**src/rtl/rr_grant_if.sv**
```systemverilog
// rr_grant_if -- request/grant bundle between the request-collection logic,
// the round-robin arbiter and the shared-resource mux.
//
// Signals:
//   req        [7:0] level request lines, bit i = requester i
//   done             current owner releases its grant
//   pri        [2:0] rotating priority pointer (search start index)
//   gnt_valid        a grant is active
//   gnt_idx    [2:0] index of the granted requester
//   gnt_onehot [7:0] one-hot form of gnt_idx, zero when no grant
//   zero             no request present this cycle
//   timeout          one-cycle pulse on a forced release
//
// Modports:
//   master -- requester side: drives req/done, observes grant information
//   slave  -- arbiter side:   observes req/done, drives grant information
interface rr_grant_if;
  logic [7:0] req;
  logic       done;
  logic [2:0] pri;
  logic       gnt_valid;
  logic [2:0] gnt_idx;
  logic [7:0] gnt_onehot;
  logic       zero;
  logic       timeout;

  modport master (
    output req, done,
    input  pri, gnt_valid, gnt_idx, gnt_onehot, zero, timeout
  );

  modport slave (
    input  req, done,
    output pri, gnt_valid, gnt_idx, gnt_onehot, zero, timeout
  );
endinterface

```
**src/rtl/rr_grant_ctrl.sv**
```systemverilog
// rr_grant_ctrl -- sequential round-robin arbiter for 8 requesters.
//
// Searches req starting at the rotating pointer pri (wrapping past bit 7),
// registers the winner, holds the grant until the owner asserts done or
// drops its request, then moves pri to one past the winner.
//
// Ports:
//   clk    rising-edge clock
//   rst_n  asynchronous active-low reset
//   bus    rr_grant_if.slave (req, done in; pri, gnt_valid, gnt_idx,
//          gnt_onehot, zero, timeout out)
//
// Parameters:
//   HOLD_MAX  maximum grant length in cycles, 1..15 (timeout build only)
//
// Configuration macro:
//   RR_TIMEOUT_EN  when defined, a grant is force-released after HOLD_MAX
//                  cycles and timeout pulses; when undefined, timeout is 0.
module rr_grant_ctrl #(
  parameter int HOLD_MAX = 4
) (
  input  logic       clk,
  input  logic       rst_n,
  rr_grant_if.slave  bus
);

  typedef enum logic {
    S_IDLE  = 1'b0,
    S_GRANT = 1'b1
  } state_t;

  if (HOLD_MAX < 1 || HOLD_MAX > 15) begin : g_bad_hold_max
    $error("rr_grant_ctrl: HOLD_MAX must be in 1..15");
  end

  state_t     r_state;
  logic [2:0] r_pri;
  logic       r_gnt_valid;
  logic [2:0] r_gnt_idx;
  logic [7:0] r_gnt_onehot;

  logic [2:0] w_win_idx;
  logic       w_any_req;
  logic       w_owner_drop;
  logic       w_tmo_hit;
  logic       w_release;

  // Programmable-priority search: first set bit at or above r_pri, wrapping.
  // NOTE: every always_comb output gets a default first so no path leaves it
  // unassigned, which would otherwise infer a latch.
  always_comb begin
    logic       found;
    logic [2:0] idx;
    w_win_idx = r_pri;
    found     = 1'b0;
    for (int k = 0; k < 8; k++) begin
      idx = r_pri + 3'(k);
      if (!found && bus.req[idx]) begin
        w_win_idx = idx;
        found     = 1'b1;
      end
    end
  end

  assign w_any_req    = |bus.req;
  assign w_owner_drop = !bus.req[r_gnt_idx];

`ifdef RR_TIMEOUT_EN
  logic [3:0] r_hold;
  logic       r_timeout;

  assign w_tmo_hit   = (r_hold == 4'(HOLD_MAX - 1));
  assign bus.timeout = r_timeout;

  always_ff @(posedge clk or negedge rst_n) begin
    if (!rst_n) begin
      r_hold    <= 4'd0;
      r_timeout <= 1'b0;
    end else begin
      r_timeout <= 1'b0;
      if (r_state == S_IDLE) begin
        r_hold <= 4'd0;
      end else begin
        if (r_hold != 4'hF) r_hold <= r_hold + 4'd1;
        // Pulse only when the limit is the sole reason for the release.
        r_timeout <= w_tmo_hit && !bus.done && !w_owner_drop;
      end
    end
  end
`else
  assign w_tmo_hit   = 1'b0;
  assign bus.timeout = 1'b0;
`endif

  assign w_release = bus.done || w_owner_drop || w_tmo_hit;

  // NOTE: sequential state uses non-blocking assignments so every register
  // samples the pre-edge values, independent of statement order.
  always_ff @(posedge clk or negedge rst_n) begin
    if (!rst_n) begin
      r_state      <= S_IDLE;
      r_pri        <= 3'd0;
      r_gnt_valid  <= 1'b0;
      r_gnt_idx    <= 3'd0;
      r_gnt_onehot <= 8'd0;
    end else begin
      case (r_state)
        S_IDLE: begin
          if (w_any_req) begin
            r_state      <= S_GRANT;
            r_gnt_valid  <= 1'b1;
            r_gnt_idx    <= w_win_idx;
            r_gnt_onehot <= 8'b1 << w_win_idx;
          end
        end
        S_GRANT: begin
          if (w_release) begin
            r_state      <= S_IDLE;
            r_gnt_valid  <= 1'b0;
            r_gnt_onehot <= 8'd0;
            r_pri        <= r_gnt_idx + 3'd1;  // 7 wraps to 0
          end
        end
      endcase
    end
  end

  assign bus.pri        = r_pri;
  assign bus.gnt_valid  = r_gnt_valid;
  assign bus.gnt_idx    = r_gnt_idx;
  assign bus.gnt_onehot = r_gnt_onehot;
  assign bus.zero       = (bus.req == 8'd0);

endmodule

```
**src/flat_wrapper.sv**
```systemverilog
// flat-port wrapper written by rule: the top's interface ports become plain ports
module rr_grant_ctrl_flat 
#(
  parameter int HOLD_MAX = 4
)
  (clk, rst_n, bus_req, bus_done, bus_pri, bus_gnt_valid, bus_gnt_idx, bus_gnt_onehot, bus_zero, bus_timeout);
  rr_grant_if bus_i ();
  input  logic clk;
  input  logic rst_n;
  input wire logic [$bits(bus_i.req)-1:0] bus_req;
  input wire logic [$bits(bus_i.done)-1:0] bus_done;
  output wire logic [$bits(bus_i.pri)-1:0] bus_pri;
  output wire logic [$bits(bus_i.gnt_valid)-1:0] bus_gnt_valid;
  output wire logic [$bits(bus_i.gnt_idx)-1:0] bus_gnt_idx;
  output wire logic [$bits(bus_i.gnt_onehot)-1:0] bus_gnt_onehot;
  output wire logic [$bits(bus_i.zero)-1:0] bus_zero;
  output wire logic [$bits(bus_i.timeout)-1:0] bus_timeout;
  assign bus_i.req = bus_req;
  assign bus_i.done = bus_done;
  assign bus_pri = bus_i.pri;
  assign bus_gnt_valid = bus_i.gnt_valid;
  assign bus_gnt_idx = bus_i.gnt_idx;
  assign bus_gnt_onehot = bus_i.gnt_onehot;
  assign bus_zero = bus_i.zero;
  assign bus_timeout = bus_i.timeout;
  rr_grant_ctrl #(.HOLD_MAX(HOLD_MAX)) u_core (.clk(clk), .rst_n(rst_n), .bus(bus_i));
endmodule
```
**config.mk**
```make
export PLATFORM = sky130hd
export DESIGN_NAME = rr_grant_ctrl_flat
export DESIGN_NICKNAME = d
export VERILOG_FILES = /design/src/rtl/rr_grant_if.sv /design/src/rtl/rr_grant_ctrl.sv /design/src/flat_wrapper.sv
export SDC_FILE = /design/constraint.sdc
export NUM_CORES = 1
export LEC_CHECK = 0
export ABC_AREA = 0
export BUFFER_PORTS_ARGS = -buffer_cell sky130_fd_sc_hd__buf_2
export CORE_ASPECT_RATIO = 0.75
export CORE_UTILIZATION = 50
export CTS_CLUSTER_DIAMETER = 80
export DETAILED_ROUTE_END_ITERATION = 16
export PLACE_DENSITY = 0.7
export SYNTH_ARGS = -nofsm -noshare
export SYNTH_HDL_FRONTEND = slang
export SYNTH_SLANG_ARGS = --single-unit
```
**constraint.sdc**
```tcl
create_clock -name clk -period 5.82 [get_ports clk]
set_clock_uncertainty 0.05 [all_clocks]
set_input_delay 0.291 -clock clk [delete_from_list [all_inputs] [get_ports clk]]
set_output_delay 0.291 -clock clk [all_outputs]
set_load 0.02 [all_outputs]
```
==> reports/metrics.yaml <==
firstDrtPassIters: 4
gr-total-overflow: 0
multi_input_area_mm2: 0.001179
worstSetupStartpointType: "flip-flop"
critPathKind: "reg2reg"
fin_crit_ns: 3.954
fin_crit_sh_pct: 67.94
gp_congestion: 0.9324
yosysTopAreaCell: "dfrtp_1"
synth_area_per_cell_um2: 9.732
finalNetCount: 208
netlist.area_leader.share_pct: 24.06
clk_latency_ns: 0.25
io_pins: 28
track_usage_pct: 27.32
hp-class: "reg2reg"
rsz0062_at_grt: "false"
synth_area_mm2: 0.001664
crit_path_frequent_cell: "o31ai_1"
setup_viol: 0
cts_tree: "done"
synthTopCellsByArea: "dfrtp_1 24%, mux4_2 18%, mux2i_1 8.4%, nand2_1 5.6%, o31ai_1 4.1%"
clockBufferDepth: 2
rows: 17
num_vias: 1548
syn_nets: 185
cts_inserted_buffers: 3
seq_area_frac_synth_pct: 24.06
yosys_warnings: 0
arrival_ns: 4.06
crit_chain: "inv_1, ha_1, mux4_2, mux2i_1, or3b_2, o311ai_1, o31ai_1, o22ai_1, o31ai_1"
final_cell_mix: "26 x buf_2, 25 x nand2_1, 16 x dfrtp_1, 14 x mux2i_1, 13 x mux4_2"
grt_max_degree: 21
synthFlopType: "dfrtp_1"
fillerInstances: 272
htreeDepth: 1
async_flop_share_pct: 100.0
end_kind: "flip-flop"
synth_edf_count: 0
dieArea_mm2: 0.003565
die_w_um: 68.62
tns_ns: 0
drt_iter0_drc: 241
die_h_um: 51.96
core_mm2: 0.003042
drc: 0
initial_core_util_pct: 54.71
drv_cap: 0
slew_viol_final: 0
worst_path_max_delay_cell: "dfrtp_1"
drive_gt1_share_pct: 27.98
avgViaCountPerCell: 6.701
wl_per_cell_um: 18.48
relSlewSlack_pct: 43.91
grt_pass1_vias: 1418
port_buffers: 26
hold_viol: 0
ant_nets: 0
crit_fanout: 13
final_common_cell: "buf_2"
cts-root-buf: "clkbuf_8"
area_growth_pct: 11.28
antenna_cells: 0
fmax_mhz: 252.9
antenna_found_initial: 0
wl_um: 4268
ys_seq_elements: 16
max_slew.worst_pin.slew_ns: 0.8413
cts.reportedPaths.clkPinSlew_ns: 0.07
required_ns: 5.92
synth_cell_type_count: 45
postSynthCellCount: 171
cpPeakStageDelay_ns: 0.71
post-dp-hpwl_um: 3138
cts.sinks: 16
grt_pass1_wl_um: 7086
status: "complete, no violations"
seq_area_um2: 400.4
[layout make-up]
| class | instances | share of cell area [%] |
|---|---|---|
| inverter | 6 | 1.216 |
| clock buffer | 4 | 2.973 |
| multi-input combinational | 139 | 63.65 |
| tap | 38 | 2.568 |
| timing repair buffer | 28 | 7.973 |
| sequential | 16 | 21.62 |
[through the flow]
step | hold slack (ns) | setup WS [ns] | utilization [%] | cell area (µm²) | std cells
after global routing | 0.4552 | 1.576 | 60.88 | 1852 | 231
after global placement | 0.1615 | 2.165 | 58.74 | 1787 | 226
final | 0.4274 | 1.866 | 60.88 | 1852 | 231
after floorplan | -0.05459 | 2.511 | - | 1664 | 171
after CTS | 0.4308 | 1.885 | 60.88 | 1852 | 231
after detailed placement | 0.1703 | 1.945 | 58.74 | 1787 | 226
[cells in the mapped netlist, types with 3 or more instances]
cell type  count
nand2_1       25
dfrtp_1       16
mux2i_1       14
mux4_2        13
a21oi_1        9
o31ai_1        9
nor2_1         7
o21ai_0        6
xor2_1         5
buf_4          4
inv_1          4
mux2_2         4
nand2b_1       4
nand3_1        4
a32oi_1        3
buf_1          3
ha_1           3
[cells by family (layout without fill, tap and decap cells)]
family / Yosys count / after routing / synth area share, %
adders and majority gates: 3 / 3 / 2.256
and+or+nand+nor: 50 / 50 / 14.14
DFF: 16 / 16 / 24.06
other: 1 / 1 / 0.2253
xor gates and xnor gates: 5 / 5 / 2.631
muxes: 33 / 33 / 31.43
AOI/OAI and AO/OA: 47 / 47 / 20.15
buffers and inverters: 16 / 38 / 5.112
[metal layers]
layer	vias up	share of wire [%]	track usage, %	routed length (µm)
li1	706	-	-	-
met1	753	46	42.11	1953
met2	87	45	38.40	1907
met3	2	9.2	6.579	394
met4	0	0.30	4.861	13
met5	-	0	0	0
[flip-flops by register name, indices dropped and copies added (netlist names)]
| signal | cells |
|---|---|
| u_core.bus.gnt_idx | 3 |
| u_core.bus.gnt_onehot | 8 |
| u_core.bus.gnt_valid | 1 |
| u_core.bus.pri | 3 |
| u_core.r_state | 1 |
[critical path: cells and delay by family (launching register included)]
| family | cells | cell delay [ns] |
|---|---|---|
| AO/OA/AOI/OAI | 4 | 0.92 |
| adder cells (fa/ha/maj) | 1 | 0.56 |
| buffers and inverters | 1 | 0.25 |
| flip-flops | 1 | 0.71 |
| multiplexers | 2 | 1.13 |
| AND/OR/NAND/NOR | 1 | 0.22 |
[final timing paths]
kind	from	endpoint	slack, ns	depth (start not counted)
worst max register to register	u_core.bus.pri[0]	u_core.bus.gnt_onehot[5]	1.87	9
worst min register to register	u_core.bus.gnt_valid	u_core.bus.gnt_valid	0.43	2
min in group asynchronous	rst_n	u_core.bus.gnt_idx[1]	0.46	2
worst min-delay path	u_core.bus.gnt_valid	u_core.bus.gnt_valid	0.43	2
worst max-delay path	u_core.bus.pri[0]	u_core.bus.gnt_onehot[5]	1.87	9
max in group asynchronous	rst_n	u_core.bus.gnt_idx[0]	5.00	2
[repair_timing]
item	CTS	global route
gates resized for setup	0	0
buffers inserted	0	0
endpoints found under the hold margin	16	0
hold buffers	1	0
Power is not shown: default switching activity piles up to over one toggle a cycle in this logic, so the estimate is an artifact.
